[config.mk]
export PLATFORM = sky130hd
export DESIGN_NAME = s_to_p_converter
export DESIGN_NICKNAME = d
export VERILOG_FILES = /design/src/rtl/aff3ct_pkg.sv /design/src/rtl/s_to_p_fill_stage.sv /design/src/rtl/s_to_p_converter.sv
export SDC_FILE = /design/constraint.sdc
export NUM_CORES = 2
export LEC_CHECK = 0
export CORE_MARGIN = 2
export CORE_UTILIZATION = 62
export CTS_CLUSTER_SIZE = 12
export DETAILED_ROUTE_END_ITERATION = 8
export HOLD_SLACK_MARGIN = 0.05
export PLACE_DENSITY = 0.85
export SLEW_MARGIN = 20
export SYNTH_ARGS = -nofsm -noshare
export SYNTH_HDL_FRONTEND = slang
export SYNTH_HIERARCHICAL = 1
export SYNTH_SLANG_ARGS = --single-unit
[constraint.sdc]
create_clock -name clk -period 184 [get_ports clk]
set_input_delay 18.4 -clock clk [delete_from_list [all_inputs] [get_ports clk]]
set_output_delay 18.4 -clock clk [all_outputs]
set_load 0.05 [all_outputs]
[src/rtl/aff3ct_pkg.sv]
// Shared word/counter definitions for the frame converters.
package aff3ct_pkg;

    localparam int WORD_W = 32;
    localparam int CNT_W  = 16;

    typedef logic [WORD_W-1:0] word_t;

    // Bits needed to address n frame slots; a single-slot frame still needs one bit.
    function automatic int idx_width(input int n);
        return (n > 1) ? $clog2(n) : 1;
    endfunction

endpackage

[src/rtl/s_to_p_fill_stage.sv]
// Fill bank: places accepted beats at the running index and flags the beat that completes a frame.
module s_to_p_fill_stage
    import aff3ct_pkg::*;
#(
    parameter int PARALLEL_LENGTH = 32,
    parameter int SERIAL_LENGTH   = 1
) (
    input  logic                                  clk,
    input  logic                                  rst,
    input  logic                                  accept,
    input  logic [0:SERIAL_LENGTH-1][WORD_W-1:0]  idata,
    output logic                                  frame_done,
    output logic [0:PARALLEL_LENGTH-1][WORD_W-1:0] merged,
    output logic [0:PARALLEL_LENGTH-1][WORD_W-1:0] fbuf
);

    localparam int               IDX_W = idx_width(PARALLEL_LENGTH);
    localparam logic [CNT_W-1:0] STEP  = CNT_W'(SERIAL_LENGTH);
    localparam logic [CNT_W-1:0] LAST  = CNT_W'(PARALLEL_LENGTH);

    logic [CNT_W-1:0] cnt;
    logic [CNT_W-1:0] cnt_next;

    assign cnt_next   = cnt + STEP;
    assign frame_done = accept && (cnt_next == LAST);

    // merged is the fill bank as it will look once this beat lands, so a completing
    // frame can bypass fbuf and go straight to the hold bank.
    always_comb begin
        merged = fbuf;
        for (int i = 0; i < SERIAL_LENGTH; i++) begin
            merged[IDX_W'(cnt + CNT_W'(i))] = idata[i];
        end
    end

    always_ff @(posedge clk) begin
        if (rst) begin
            cnt <= '0;
        end else if (accept) begin
            cnt  <= frame_done ? '0 : cnt_next;
            fbuf <= merged;
        end
    end

endmodule

[src/rtl/s_to_p_converter.sv]
// Serial-to-parallel frame assembler with a fill bank and a hold bank so assembly
// keeps going while the consumer stalls with fct.
module s_to_p_converter
    import aff3ct_pkg::*;
#(
    parameter int PARALLEL_LENGTH = 32,
    parameter int SERIAL_LENGTH   = 1
) (
    input  logic                                   clk,
    input  logic                                   rst,
    input  logic                                   ien,
    input  logic [0:SERIAL_LENGTH-1][WORD_W-1:0]   idata,
    input  logic                                   fct,
    output logic                                   oen,
    output logic [0:PARALLEL_LENGTH-1][WORD_W-1:0] odata,
    output logic                                   full
);

    if ((SERIAL_LENGTH < 1) || (SERIAL_LENGTH > PARALLEL_LENGTH) ||
        (PARALLEL_LENGTH > 65535) || ((PARALLEL_LENGTH % SERIAL_LENGTH) != 0)) begin : g_param_check
        $error("s_to_p_converter: PARALLEL_LENGTH must be a multiple of SERIAL_LENGTH, 1 <= S <= P <= 65535");
    end

    logic                                   accept;
    logic                                   drain;
    logic                                   hold_free;
    logic                                   frame_done;
    logic                                   ovalid;
    logic [0:PARALLEL_LENGTH-1][WORD_W-1:0] obuf;
    logic [0:PARALLEL_LENGTH-1][WORD_W-1:0] merged;
    logic [0:PARALLEL_LENGTH-1][WORD_W-1:0] fbuf;

    // full doubles as the "fill bank holds a finished frame" flag.
    assign accept    = ien && !full;
    assign drain     = ovalid && !fct;
    assign hold_free = !ovalid || drain;

    s_to_p_fill_stage #(
        .PARALLEL_LENGTH (PARALLEL_LENGTH),
        .SERIAL_LENGTH   (SERIAL_LENGTH)
    ) u_fill (
        .clk        (clk),
        .rst        (rst),
        .accept     (accept),
        .idata      (idata),
        .frame_done (frame_done),
        .merged     (merged),
        .fbuf       (fbuf)
    );

    // A waiting fill-bank frame and a completing beat never coincide, since full
    // blocks beats; either one refills the hold bank when it empties this cycle.
    always_ff @(posedge clk) begin
        if (rst) begin
            ovalid <= 1'b0;
            full   <= 1'b0;
            oen    <= 1'b0;
            odata  <= '0;
        end else begin
            oen <= drain;
            if (drain) begin
                odata <= obuf;
            end
            if (full && hold_free) begin
                obuf   <= fbuf;
                ovalid <= 1'b1;
                full   <= 1'b0;
            end else if (frame_done && hold_free) begin
                obuf   <= merged;
                ovalid <= 1'b1;
            end else if (frame_done) begin
                full <= 1'b1;
            end else if (drain) begin
                ovalid <= 1'b0;
            end
        end
    end

endmodule
* Word level (Yosys, flattened, before mapping)
Cells that the tools add are included.
** Storage, ports and cells
- Output and inout bits :: 1026
- Bits of input ports :: 36
- Logic and storage cells :: 135
- Register bits after elaboration :: 3091
** Operators by class
- $add $sub $neg :: 1
- Magnitude comparators :: 2
- Eq/ne operators :: 2
- Muxes and demuxes :: 10
- Bitwise operators :: 3
- Reductions and logical operators :: 17
** Operators with widths (number)
- $mux W1024 :: 2
- $bwmux W1024 :: 1
- $demux W32 S5 :: 1
- $mux W32 :: 1
- $add A16 B1 Y16 const B :: 1
- $eq A16 B6 Y1 const B :: 1
- $mux W16 :: 1
- $reduce_and A2 Y1 :: 4
- $ge A6 B6 Y1 const B :: 1
- $logic_and A1 B1 Y1 :: 6
- $lt A6 B1 Y1 const B :: 1
- $not A5 Y6 :: 1
- $mux W1 :: 4
- $logic_not A1 Y1 :: 3
- $ne A3 B1 Y1 const B :: 1
- $reduce_bool A3 Y1 :: 1
- $not A1 Y1 :: 2
- $reduce_bool A2 Y1 :: 1
- $reduce_or A2 Y1 :: 1
- $logic_or A1 B1 Y1 :: 1

* Depth between registers and ports, before layout
- Depth after elaboration :: 8
- Depth in mapped cells :: 10
- Depth with buffers taken out :: 8

* Hierarchy
The synthesis kept the hierarchy.
** By module, submodules not included
- s_to_p_converter :: area an instance 79401.2 sq um, sequential area each 51309.2 sq um, cells each 6613, instances 1
- s_to_p_fill_stage :: area an instance 44462.6 sq um, sequential area each 31069.8 sq um, cells each 2483, instances 1

* Worst setup path before layout
No wires, ideal clock.
- Path kind :: input to register
- From :: input ien
- To :: register obuf[0] (netlist bit) (enable)
- Slack :: 86183 ps
- Library setup time :: 3933 ps
- Stages on the path :: 8
- Path buffers :: 1
- Arrival :: 93884 ps
- Required time :: 180067 ps
- Path through :: nor2b_1 clkbuf_1 inv_1 nor4b_1 nand4_1 nor3_2 nor2_1 a211oi_1
** On the way
- Longest elaborated chain between the ends :: 5
** Ends and longest elaborated chain
- from (decl) :: RTL line s_to_p_converter.sv:11 : input logic ien,
- $logic_and A1 B1 Y1 :: RTL line s_to_p_converter.sv:34 : assign accept = ien && !full;
- $logic_and A1 B1 Y1 :: RTL line s_to_p_fill_stage.sv:25 : assign frame_done = accept && (cnt_next == LAST);
- named net frame_done :: RTL line s_to_p_converter.sv:27 : logic frame_done;
- $logic_and A1 B1 Y1 :: RTL line s_to_p_converter.sv:68 : end else if (frame_done && hold_free) begin
- $reduce_bool A2 Y1 (no line)
- $reduce_and A2 Y1 (no line)
- to (signal assigned) :: RTL line s_to_p_converter.sv:65 : obuf <= fbuf;
- to (signal assigned) :: RTL line s_to_p_converter.sv:69 : obuf <= merged;
- to (decl) :: RTL line s_to_p_converter.sv:29 : logic [0:PARALLEL_LENGTH-1][WORD_W-1:0] obuf;
The timed path passes the listed nets, and every way through them passes these cells.
A chain may end at the register's enable or synchronous reset.

* Final worst setup path
- From :: input fct
- To :: register odata[717] (netlist bit)
** On the way
- Longest elaborated chain between the ends :: 2
** Ends and longest elaborated chain
- from (decl) :: RTL line s_to_p_converter.sv:13 : input logic fct,
- $logic_not A1 Y1 :: RTL line s_to_p_converter.sv:35 : assign drain = ovalid && !fct;
- $logic_and A1 B1 Y1 :: RTL line s_to_p_converter.sv:35
- to (signal assigned) :: RTL line s_to_p_converter.sv:62 : odata <= obuf;
- to (decl) :: RTL line s_to_p_converter.sv:15 : output logic [0:PARALLEL_LENGTH-1][WORD_W-1:0] odata,
Every way passes these cells.

==> metrics.csv <==
stage,metric,value,unit
routing,Wirelength per Cell,27.0,um
synthesis,"Seq/Total Area, Yosys",66.5,%
global_route,total track usage,33.0,%
global_route,first-pass GRT wire length,502000,um
setup_path,worst r2r src,u_fill/cnt[0],
routing,ANT nets after route,0,
setup_path,"reg-to-reg slack, setup",178090,ps
synthesis,ys flop type,edfxtp_1,
setup_path,critical path depth,8,
routing,Vias/cell,6.20,
timing,Slew Limit Fails,0,
setup_path,CP startpoint,fct,
setup_path,Worst setup SP type,input pin,
setup_path,CP Capture Point,odata[717],
routing,via count,79703,
routing,DRT iter0 DRCs,9768,
global_route,initial antenna violation count,21,
timing,Final setup viols,0,
clock_network,CTS Sinks,3091,
clock_network,CTS root buf,clkbuf_16,
synthesis,Synth cell types,41,
die,Core ar.,0.199,mm^2
place,I/O Buffers,1061,
clock_network,CTS Buffer Depth,4,
timing,WHS,453,ps
setup_path,Max Fanout on Critical Path,108,
power,cell area power density,9.67,mW/mm^2
setup_path,critical path class,input pin to flip-flop,
setup_path,CP max-delay cell,buf_4,
setup_path,worst-path cell chain,"clkdlybuf4s50_1, nand2b_4, buf_4, buf_4, buf_4, buf_4, nand2_1, a21oi_1",
global_route,gr ovfl total,0,
timing,worst clock skew,72.6,ps
synthesis,Post-synth ARST share,0,%
status,outcome,"complete, no violations",
timing,Worst-Margin Slew,1310,ps
finish,most frequent cells in the layout,"nand2_1, edfxtp_1, mux2_2",
power,Total Power,1410,uW
clock_network,clk_lat worst skew,970,ps
die,die area,0.203,mm^2
finish,share of layout cells above drive strength 1,25.4,%
place,placer congestion estimate,0.848,
clock_network,Resized cells post-CTS,0,
setup_path,largest delay contributor family on the critical path,buffers and inverters,
place,Placed Area,0.135,mm^2
setup_path,R2R cell count,9,
die,Starting Density,62.2,%
clock_network,Num CTS Buffers,324,
routing,count of TritonRoute iterations in the first routing pass,8,
routing,DRC viols,0,
timing,period utilization,12.4,%
finish,fill cell count,11825,
worst_hold_path,min-delay worst type,flip-flop to flip-flop,
run,Max-Cap Viols,0,
setup_path,CP max stage delay,920,ps
die,Die Ht,451,um
synthesis,Mapped Cells,9096,
setup_path,Critical Path AT,23730,ps
timing,Slew HR,12.5,%
setup_path,"most used cell, CP",buf_4,
setup_path,"Buf+Inv Stages, Crit Path",5,
synthesis,"Cell Area, Synth",0.124,mm^2
synthesis,synthesized area per cell,13.6,um^2
synthesis,number of flops mapped to enable cells by yosys,2048,
clock_network,H-tree depth,5,
die,I/O pins,1062,
clock_network,hold-fix buffers at CTS,0,
power,Max IR drop VDD,0.00871,mV
finish,# nets final,9959,
synthesis,synthesis-stage register bit count,3091,
synthesis,Mapped Nets,9137,
routing,Total Wirelength,347000,um
die,DIE WIDTH,451,um
clock_network,CTS tree,yes,
finish,"leading cell type in the layout, fill and taps excluded",nand2_1,
setup_path,Worst R2R End,obuf[768],
finish,area grow syn2layout,17.4,%
global_route,largest net degree at the start of global routing,256,
global_route,vias in the first global route,78583,
setup_path,Crit. End Element,flip-flop,
timing,TNS Setup,0,ps
timing,RSZ-0062 raised after global routing,false,
finish,post-route cell area,0.145,mm^2
synthesis,Ys Warns,6,
setup_path,critical path required time,184830,ps
timing,f_max,0.0437,GHz
power,Leak,0.0473,uW
timing,Tmin final,22900,ps
place,DP Wirelength,200000,um
die,Cell Rows,164,
timing,hold violation total from the final report,0,
clock_network,setup repair bufs after CTS,0,
clock_network,"CTS clk-pin slew, worst paths",60,ps
per-stage QoR:
stage | worst slack, ps | std cells | utilization (%)
4_1_cts | 161150 | 12802 | 72.8
5_1_grt | 160820 | 12812 | 72.9
6_report | 161100 | 12851 | 73.0
2_1_floorplan | 86180 | 9096 | -
3_3_place_gp | 160050 | 12238 | 68.0
3_5_place_dp | 160190 | 12240 | 68.0
worst min-delay path by stage:
stage,cells past startpoint,from,slack (ps),end
after CTS,2,odata[105],450,odata[105]
after global placement,2,odata[288],440,odata[288]
after detailed placement,2,odata[105],450,odata[105]
after global routing,2,odata[692],470,odata[692]
final,2,odata[105],450,odata[105]
after floorplan,2,obuf[0],470,odata[0]
per-layer routing:
metal / track usage (%) / wire [um] / up-vias
met5: 0 / 0 / -
met4: 24.7 / 27700 / 0
met3: 6.21 / 33300 / 1107
met2: 52.8 / 167000 / 4841
met1: 40.1 / 119000 / 39671
li1: - / - / 34084
sequential cells by signal, indices dropped and copies added, names as in the netlist:
signal / cells
full: 1
ovalid: 1
u_fill/cnt: 16
obuf: 1024
oen: 1
odata: 1024
u_fill/fbuf: 1024
area by class of cell:
type | count | area, um^2 | share of cell area (%)
flip-flops and latches | 3091 | 82400 | 56.7
multi-input cells | 5332 | 38400 | 26.4
repair buffers | 1166 | 11600 | 8.01
clock buffers | 532 | 9370 | 6.44
well taps | 2656 | 3320 | 2.29
clock inverters | 30 | 203 | 0.139
diodes | 41 | 103 | 0.0706
inverters | 3 | 11.3 | 0.00775
report_power, final:
group	internal (uW)	total [uW]	switching [uW]	leakage, uW
sequential	749	753	4.38	0.0272
combinational	17.3	46.3	28.9	0.0155
clock	346	606	260	0.00463
total	1110	1410	293	0.0473
synthesized netlist by cell type, types with 4 or more instances:
master    number  area, um^2
nand3_1       18        90.1
buf_1         12        45.0
or2_2          5        31.3
nor2_1        34         128
mux2_4       360        5410
nor3_1         6        30.0
a21oi_1     1027        5140
xor2_1        13         114
clkbuf_1     257         965
dfxtp_1     1043       20900
nand4_1        6        37.5
mux2_1         5        56.3
buf_4         26         195
buf_6         44         495
nand2_1     2162        8120
edfxtp_1    2048       61500
nor2b_1        4        25.0
buf_2        331        1660
mux2_2      1653       18600
nand2b_1       7        43.8
ha_1           5        62.6
cell families after synthesis:
group | after synthesis | synth area share, %
fa+ha+maj | 5 | 0.0505
buf+inv | 673 | 2.72
mux | 2019 | 19.4
compound gates | 1037 | 4.22
simple gates | 2255 | 6.95
xor+xnor | 16 | 0.113
flops | 3091 | 66.5
worst min-delay path: stages (launching register included):
cell	delay, ps
dfxtp_1	310
nand2_1	50
a21oi_1	50
No activity file was read; power rests on OpenSTA's default activity.
